<file path="src/rtl/fpu_bus_pkg.sv">
// fpu_bus_pkg: shared types and bus constants for the FPU bus initiator.
package fpu_bus_pkg;
  typedef enum logic [2:0] {OP_ADD = 3'd0, OP_SUB = 3'd1, OP_MULT = 3'd2} op_e;
  typedef enum logic [1:0] {ST_OK = 2'b00, ST_TIMEOUT = 2'b01, ST_ILLEGAL_OP = 2'b10} status_e;
  typedef enum logic [2:0] {S_IDLE, S_WR_A, S_WR_B, S_WAIT, S_RD, S_DONE} state_e;
  localparam logic [5:0] ADDR_OPA_BASE = 6'h00;
  localparam logic [5:0] ADDR_OPB = 6'h01;
  localparam logic [5:0] ADDR_RESULT = 6'h0C;
  localparam logic [5:0] ADDR_BUSY = 6'h10;
  localparam logic [1:0] STB_NONE = 2'b11;
  localparam logic [1:0] STB_HALF = 2'b01;
  function automatic logic op_legal(input logic [2:0] op);
    return op <= OP_MULT;
  endfunction
endpackage

</file>
<file path="src/rtl/fpu_bus_wdog.sv">
// fpu_bus_wdog: clearable WAIT-cycle counter with terminal count at TIMEOUT_CYCLES-1.
module fpu_bus_wdog #(
  parameter int TIMEOUT_CYCLES = 64,
  parameter int CNT_W = 8
) (
  input  logic             clk,
  input  logic             rst_n,
  input  logic             clr,
  input  logic             en,
  output logic [CNT_W-1:0] cnt,
  output logic             tc
);
  always_ff @(posedge clk or negedge rst_n)
    if (!rst_n) cnt <= '0;
    else cnt <= clr ? '0 : en ? cnt + 1'b1 : cnt;
  assign tc = cnt == CNT_W'(TIMEOUT_CYCLES - 1);
endmodule

</file>
<file path="src/rtl/fpu_bus_initiator.sv">
// fpu_bus_initiator: runs one FPU job (write A, write B, wait, read result) as a Moore FSM.
// Optional BUSY_POLL_EN: WAIT polls the busy register instead of watching data_ready.
module fpu_bus_initiator
  import fpu_bus_pkg::*;
#(
  parameter int TIMEOUT_CYCLES = 64,
  parameter int CNT_W = 8
) (
  input  logic        clk,
  input  logic        rst_n,
  input  logic        job_valid,
  output logic        job_ready,
  input  logic [2:0]  job_op,
  input  logic [15:0] job_a,
  input  logic [15:0] job_b,
  output logic        res_valid,
  input  logic        res_ready,
  output logic [15:0] res_data,
  output logic [1:0]  res_status,
  output logic [5:0]  address,
  output logic [31:0] data_out,
  output logic [1:0]  data_write_n,
  output logic [1:0]  data_read_n,
  input  logic [31:0] data_in,
  input  logic        data_ready
);
  state_e state, next;
  status_e status_q;
  logic [2:0] op_q;
  logic [15:0] a_q, b_q, data_q;
  logic [CNT_W-1:0] cnt;
  logic tc, guard, go, accept, unused_ok;
  fpu_bus_wdog #(.TIMEOUT_CYCLES(TIMEOUT_CYCLES), .CNT_W(CNT_W)) u_wdog (
    .clk(clk), .rst_n(rst_n), .clr(state == S_WR_B), .en(state == S_WAIT), .cnt(cnt), .tc(tc)
  );
  // the first WAIT cycle ignores completion so a stale flag cannot trigger a read
  assign guard = cnt == '0;
  assign accept = job_valid && job_ready;
`ifdef BUSY_POLL_EN
  assign go = ~data_in[0];
`else
  assign go = data_ready;
`endif
  assign unused_ok = ^{data_in[31:16], data_ready};
  always_ff @(posedge clk or negedge rst_n)
    if (!rst_n) state <= S_IDLE;
    else state <= next;
  always_comb begin
    next = state;
    case (state)
      S_IDLE: next = accept ? (op_legal(job_op) ? S_WR_A : S_DONE) : S_IDLE;
      S_WR_A: next = S_WR_B;
      S_WR_B: next = S_WAIT;
      S_WAIT: next = (!guard && go) ? S_RD : tc ? S_DONE : S_WAIT;
      S_RD:   next = S_DONE;
      S_DONE: next = res_ready ? S_IDLE : S_DONE;
      default: next = S_IDLE;
    endcase
  end
  always_comb begin
    job_ready = state == S_IDLE;
    res_valid = state == S_DONE;
    address = '0;
    data_out = '0;
    data_write_n = STB_NONE;
    data_read_n = STB_NONE;
    case (state)
      S_WR_A: begin
        address = ADDR_OPA_BASE | {1'b0, op_q, 2'b00};
        data_out = {16'h0, a_q};
        data_write_n = STB_HALF;
      end
      S_WR_B: begin
        address = ADDR_OPB;
        data_out = {16'h0, b_q};
        data_write_n = STB_HALF;
      end
`ifdef BUSY_POLL_EN
      S_WAIT: begin
        address = guard ? '0 : ADDR_BUSY;
        data_read_n = guard ? STB_NONE : STB_HALF;
      end
`endif
      S_RD: begin
        address = ADDR_RESULT;
        data_read_n = STB_HALF;
      end
      default: ;
    endcase
  end
  always_ff @(posedge clk or negedge rst_n)
    if (!rst_n) begin
      op_q <= '0;
      a_q <= '0;
      b_q <= '0;
      data_q <= '0;
      status_q <= ST_OK;
    end else begin
      if (state == S_IDLE && accept) begin
        op_q <= job_op;
        a_q <= job_a;
        b_q <= job_b;
        data_q <= '0;
        status_q <= op_legal(job_op) ? ST_OK : ST_ILLEGAL_OP;
      end
      if (state == S_WAIT && next == S_DONE) status_q <= ST_TIMEOUT;
      if (state == S_RD) begin
        data_q <= data_in[15:0];
        status_q <= ST_OK;
      end
    end
  assign res_data = data_q;
  assign res_status = status_q;
endmodule

</file>
<file path="config.mk">
export PLATFORM = sky130hd
export DESIGN_NAME = fpu_bus_initiator
export DESIGN_NICKNAME = d
export VERILOG_FILES = /design/src/rtl/fpu_bus_pkg.sv /design/src/rtl/fpu_bus_wdog.sv /design/src/rtl/fpu_bus_initiator.sv
export SDC_FILE = /design/constraint.sdc
export NUM_CORES = 1
export LEC_CHECK = 0
export BUFFER_PORTS_ARGS = -buffer_cell sky130_fd_sc_hd__clkbuf_2
export CAP_MARGIN = 20
export CORE_UTILIZATION = 40
export DETAILED_ROUTE_END_ITERATION = 16
export HOLD_SLACK_MARGIN = 0.08
export PLACE_DENSITY = 0.69
export SYNTH_ARGS = -nofsm -noshare
export SYNTH_HDL_FRONTEND = slang
export SYNTH_SLANG_ARGS = --single-unit
</file>
<file path="constraint.sdc">
create_clock -name clk -period 2.1 [get_ports clk]
set_clock_uncertainty 0.1 [all_clocks]
set_input_delay 0 -clock clk [delete_from_list [all_inputs] [get_ports clk]]
set_output_delay 0 -clock clk [all_outputs]
set_load 0.02 [all_outputs]
</file>
# --- Word-level counts from Yosys, hierarchy flattened ---
# Index checks and enable logic that the tools add are counted.
totals:
  ff_bits: 64
  inputBits: 72
  wordCells: 45
classes:
  n_addsub: 1
  magnitude_cmp: 1
  n_eq_ne: 7
  n_mux: 18
  n_reduce_logical: 11
ops:
  columns: ["op", "count"]
  rows:
  - ["two-way mux 16 bit", 2]
  - ["one-hot mux 16 bit (2 select lines)", 1]
  - ["one-hot mux 3 bit (6 select lines)", 1]
  - ["two-way mux 8 bit", 2]
  - ["two-way mux 3 bit", 5]
  - ["one-hot mux 5 bit (3 select lines)", 1]
  - ["two-way mux 2 bit", 6]
  - ["== test 3 bit, second input constant", 3]
  - ["adder 8 x 1 -> 8 bit, second input constant", 1]
  - ["== test 8 x 6 -> 1 bit, second input constant", 1]
  - ["logical NOT 8 bit", 1]
  - ["== test 3 x 2 -> 1 bit, second input constant", 2]
  - ["logical AND 1 bit", 4]
  - ["nonzero test 2 bit", 2]
  - ["== test 3 x 1 -> 1 bit, second input constant", 1]
  - ["<= comparator 3 x 2 -> 1 bit, second input constant", 1]
  - ["logical NOT 3 bit", 1]
  - ["nonzero test 3 bit", 1]
  - ["OR reduction 2 bit", 1]
  - ["logical NOT 1 bit", 1]

# --- Depth between registers and ports, before layout ---
depth:
  depth_word: 9
  ltp_mapped: 6

# --- Modules after synthesis ---
# From an unflattened synthesis, not the netlist that was laid out.
unflattened:
  cells_unflattened: 268
  area_unflattened_um2: 3083.0
by_module_without_submodules:
  columns: ["mod", "n_inst", "cells_each", "area_each_um2", "seq_area_each_um2"]
  rows:
  - ["fpu_bus_initiator", 1, 229, 2692.6, 1401.3]
  - ["fpu_bus_wdog", 1, 39, 390.4, 200.2]

# --- Least setup slack after synthesis ---
# No wires, ideal clock.
synth_timing:
  path_kind: "register to register"
  from: "register state[0]"
  to: "register a_q[0]"
  t_arrival_ps: 1475
  setup_slack_ps: 400
  stages_incl_launch_ff: 6
  n_path_buf: 3
  path_cell_list: "dfrtp_1 > buf_4 > nor4b_4 > buf_4 > buf_6 > mux2_2"
synth_between:
  elab_chain_len: 3
synth_rtl:
  columns: ["element", "line_no", "text"]
  rows:
  - ["start: declaration", "fpu_bus_initiator.sv:27", "state_e state, next;"]
  - ["start signal: assignment", "fpu_bus_initiator.sv:47", "else state <= next;"]
  - ["logical NOT 3 bit *", "fpu_bus_initiator.sv:61, fpu_bus_initiator.sv:99", null]
  - ["logical AND 1 bit", "fpu_bus_initiator.sv:38", "assign accept = job_valid && job_ready;"]
  - ["logical AND 1 bit *", "fpu_bus_initiator.sv:99", "if (state == S_IDLE && accept) begin"]
  - ["end signal: assignment", "fpu_bus_initiator.sv:101", "a_q <= job_a;"]
  - ["end: declaration", "fpu_bus_initiator.sv:30", "logic [15:0] a_q, b_q, data_q;"]
# Mark *: on every way between the ends. The rest lies on a longest branch, timed or not.
# A chain may end at the register's enable or synchronous reset.

# --- Final worst setup path ---
layout_timing:
  from: "register u_wdog.cnt[5]"
  to: "register state[0]"
layout_between:
  elab_chain_len: 5
layout_rtl:
  columns: ["element", "line_no", "text"]
  rows:
  - ["start: declaration", "fpu_bus_wdog.sv:10", "output logic [CNT_W-1:0] cnt,"]
  - ["start signal: assignment", "fpu_bus_wdog.sv:15", "else cnt <= clr ? '0 : en ? cnt + 1'b1 : cnt;"]
  - ["logical NOT 8 bit", "fpu_bus_initiator.sv:37", "assign guard = cnt == '0;"]
  - ["logical NOT 1 bit", "fpu_bus_initiator.sv:54", "S_WAIT: next = (!guard && go) ? S_RD : tc ? S_DONE : S_WAIT;"]
  - ["logical AND 1 bit", "fpu_bus_initiator.sv:54", null]
  - ["two-way mux 3 bit", "fpu_bus_initiator.sv:54", null]
  - ["one-hot mux 3 bit (6 select lines)", "fpu_bus_initiator.sv:50", "case (state)"]
  - ["named net next[0]", "fpu_bus_initiator.sv:27", null]
# The timed path passes the listed nets, and every way through them passes these cells.

==> impl_metrics.toml <==
[flow_run]
maxCapViolations = 0

[floorplan]
fp.dieArea_um2 = 8000
fp.dieW_um = 89.5
pin_count = 134
start_util_pct = 41.7
die_h_um = 89.5
fp-row-count = 31
fp.coreArea_um2 = 7330

[placed_design]
io_buffers = 97
place.gp.congestion = 0.765
dpl.hpwl_um = 4450

[routing]
drtIter0Drc = 100
drt-pass1-iter-count = 4
via_per_inst = 4.82
route.vias.total = 2453
route.detailed.drc = 0
totalWireLength_um = 7260
wl_per_cell_um = 14.3
ant_nets = 0

[layout]
antenna_cells = 0
syn2layout_area_growth_pct = 44.0
utilization_pct = 60.1
nNetsFinal = 479
drive_gt1_share_pct = 42.0

[power_and_ir_drop]
power.leakage_nw = 2.18
ir_drop_v = 0.000649
power_density_nw_per_um2 = 1390

[clock_tree]
cts_root_buffer = "clkbuf_8"
post_cts_buffers = 0
clock-sinks = 64
cts_tree = "built"
cts.clk_slew.worst_paths_ns = 0.07
numCtsBuffers = 9
h-tree-depth = 3
cts_max_path_buffers = 2
clk_latency_ns = 0.34

[global_route]
grt_use_total_pct = 19.7
grt_first_pass_wirelength_um = 11600
gr-total-overflow = 0
antenna_found_initial = 0
grt_max_degree = 65
grt_pass1_vias = 2497

[setup_path]
cp-end-kind = "flip-flop"
cp_cell_sequence = "nor4_1 > a311oi_1 > o22ai_1 > dlygate4sd3_1"
critical_path_class = "flip-flop to flip-flop"
cp-startpoint = "u_wdog.cnt[5]"
cp_data_required_time_ns = 2.28
worst_ep_arrival_time_ns = 2.11
cp_top_family = "buffers and inverters"
critical_path.max_stage_delay_ns = 0.57
crit-reg2reg-launch = "u_wdog.cnt[5]"
cp_max_fo = 5
slowest_stage = "dlygate4sd3_1"
crit_buf_inv = 1
start_kind = "flip-flop"

[timing]
fmax_ghz = 0.517
max_slew.worst_pin.slew_ns = 0.762
setup_viol = 0
period_share_pct = 92.2
period_minus_slack_ns = 1.94
slew_viol_final = 0
tns_ns = 0
max_slew_margin_pct = 49.2
rsz0062_at_grt = "no"
finalHoldViolCount = 0

[yosys]
synthCells = 246
avgSynthCellArea_um2 = 12.4
yosysWarnings = 0
ys_ff_latch = 64
syn_area_um2 = 3060
synth_seq_area_share_pct = 52.3
synth_ff_type = "dfrtp_1"
synthDistinctLibCells = 42
async_reset_ff_share_pct = 100
synth_edf_count = 0

[status]
status = "complete, no violations"

[min_path]
hold_path_class = "input port to asynchronous set/reset pin"
## where the power goes
group | internal, W | leakage [nW] | switching [W] | total, W
sequential | 0.00179 | 0.803 | 0.000372 | 0.00217
combinational | 0.00127 | 1.27 | 0.00149 | 0.00276
clock | 0.000704 | 0.105 | 0.000498 | 0.00120
## metrics by stage
step | total power (W) | worst slack (ns) | hold slack [ns] | instance area, µm² | instances
floorplan | 0.00401 | 0.400 | -0.396 | 3130 | 264
global placement | 0.00475 | 0.290 | -0.0584 | 3620 | 437
detailed placement | 0.00482 | 0.285 | -0.0594 | 3620 | 437
CTS | 0.00615 | 0.0834 | 0.109 | 4410 | 509
global route | 0.00652 | 0.0296 | 0.157 | 4410 | 509
finish | 0.00613 | 0.165 | 0.108 | 4410 | 509
## cell usage after synthesis, types with 4 or more instances
library cell | number | area [µm²]
buf_2 | 7 | 35.0
nor3b_1 | 4 | 30.0
nand2_1 | 12 | 45.0
buf_4 | 22 | 165
o21ai_0 | 4 | 20.0
a22o_1 | 34 | 298
mux2i_1 | 4 | 40.0
inv_1 | 7 | 26.3
dfrtp_1 | 64 | 1600
mux2_2 | 35 | 394
## kinds of logic (layout without fill, tap and decap cells)
kind of cell             after synthesis  count (layout)  synth area share (%)
AO/OA/AOI/OAI                         51              51                  13.6
adder cells (fa/ha/maj)                2               2                 0.818
buffers and inverters                 42             188                  8.87
flip-flops                            64              64                  52.3
multiplexers                          39              39                  14.2
other                                  2              20                 0.245
AND/OR/NAND/NOR                       46              46                  9.98
## cell usage in the layout (no fill, tap or decap), drive strengths merged, types with 2 or more instances in the layout
cell         Yosys  layout
clkinvlp         0       3
ha               2       2
and2             2       2
conb             2      20
nand3            3       3
dlygate4sd3      0      56
a22o            34      34
mux2            35      35
nand2b           2       2
buf             32      13
dfrtp           64      64
nor2             4       4
clkbuf           3     106
o31ai            2       2
o21ai            4       4
nor3b            5       5
nand2           12      12
nand3b           3       3
nor4             2       2
bufinv           0       2
a311oi           2       2
or4              3       3
inv              7       8
o22ai            2       2
or2              3       3
mux2i            4       4
nor3             2       2
## per-layer routing
metal | vias to the layer above | global-route usage (%) | part of all wire [%] | wire [µm]
met5 | - | 0 | 0 | 0
met4 | 0 | 8.95 | 1.7 | 121
met3 | 13 | 5.17 | 5.4 | 391
met2 | 95 | 33.7 | 49 | 3590
met1 | 1176 | 23.3 | 44 | 3160
li1 | 1169 | - | - | -
## worst reg2reg max path: stages (launching register included)
cell	delay (ns)
dfrtp_1	0.42
nor4_1	0.48
a311oi_1	0.17
o22ai_1	0.14
dlygate4sd3_1	0.57
## path summary, 6_finish.rpt
kind | to | slack [ns] | cells past startpoint
worst max-delay path | state[0] | 0.16 | 4
max in group asynchronous | state[2] | 1.52 | 3
min in group clk | a_q[5] | 0.32 | 3
worst min register to register | op_q[2] | 0.40 | 1
worst min-delay path | u_wdog.cnt[3] | 0.11 | 3
worst max register to register | state[0] | 0.16 | 4
## registers in the layout, summed over array words and instances, names as in the netlist
signal      cells
a_q            16
b_q            16
res_data       16
u_wdog.cnt      8
op_q            3
state           3
res_status      2
## what timing repair did
action,in CTS,in global routing
resized for setup,0,1
endpoints found under the hold margin,119,0
hold buffers,56,0
setup endpoints to repair,0,2
## layout make-up
class / instances / area (µm²)
multi-input combinational: 158 / 1260
fill: 600 / 2920
clock buffer: 10 / 138
sequential: 64 / 1600
inverter: 7 / 26.3
clock inverter: 6 / 91.3
timing repair buffer: 165 / 1160
tap: 99 / 124
No activity file was read; power rests on OpenSTA's default activity.
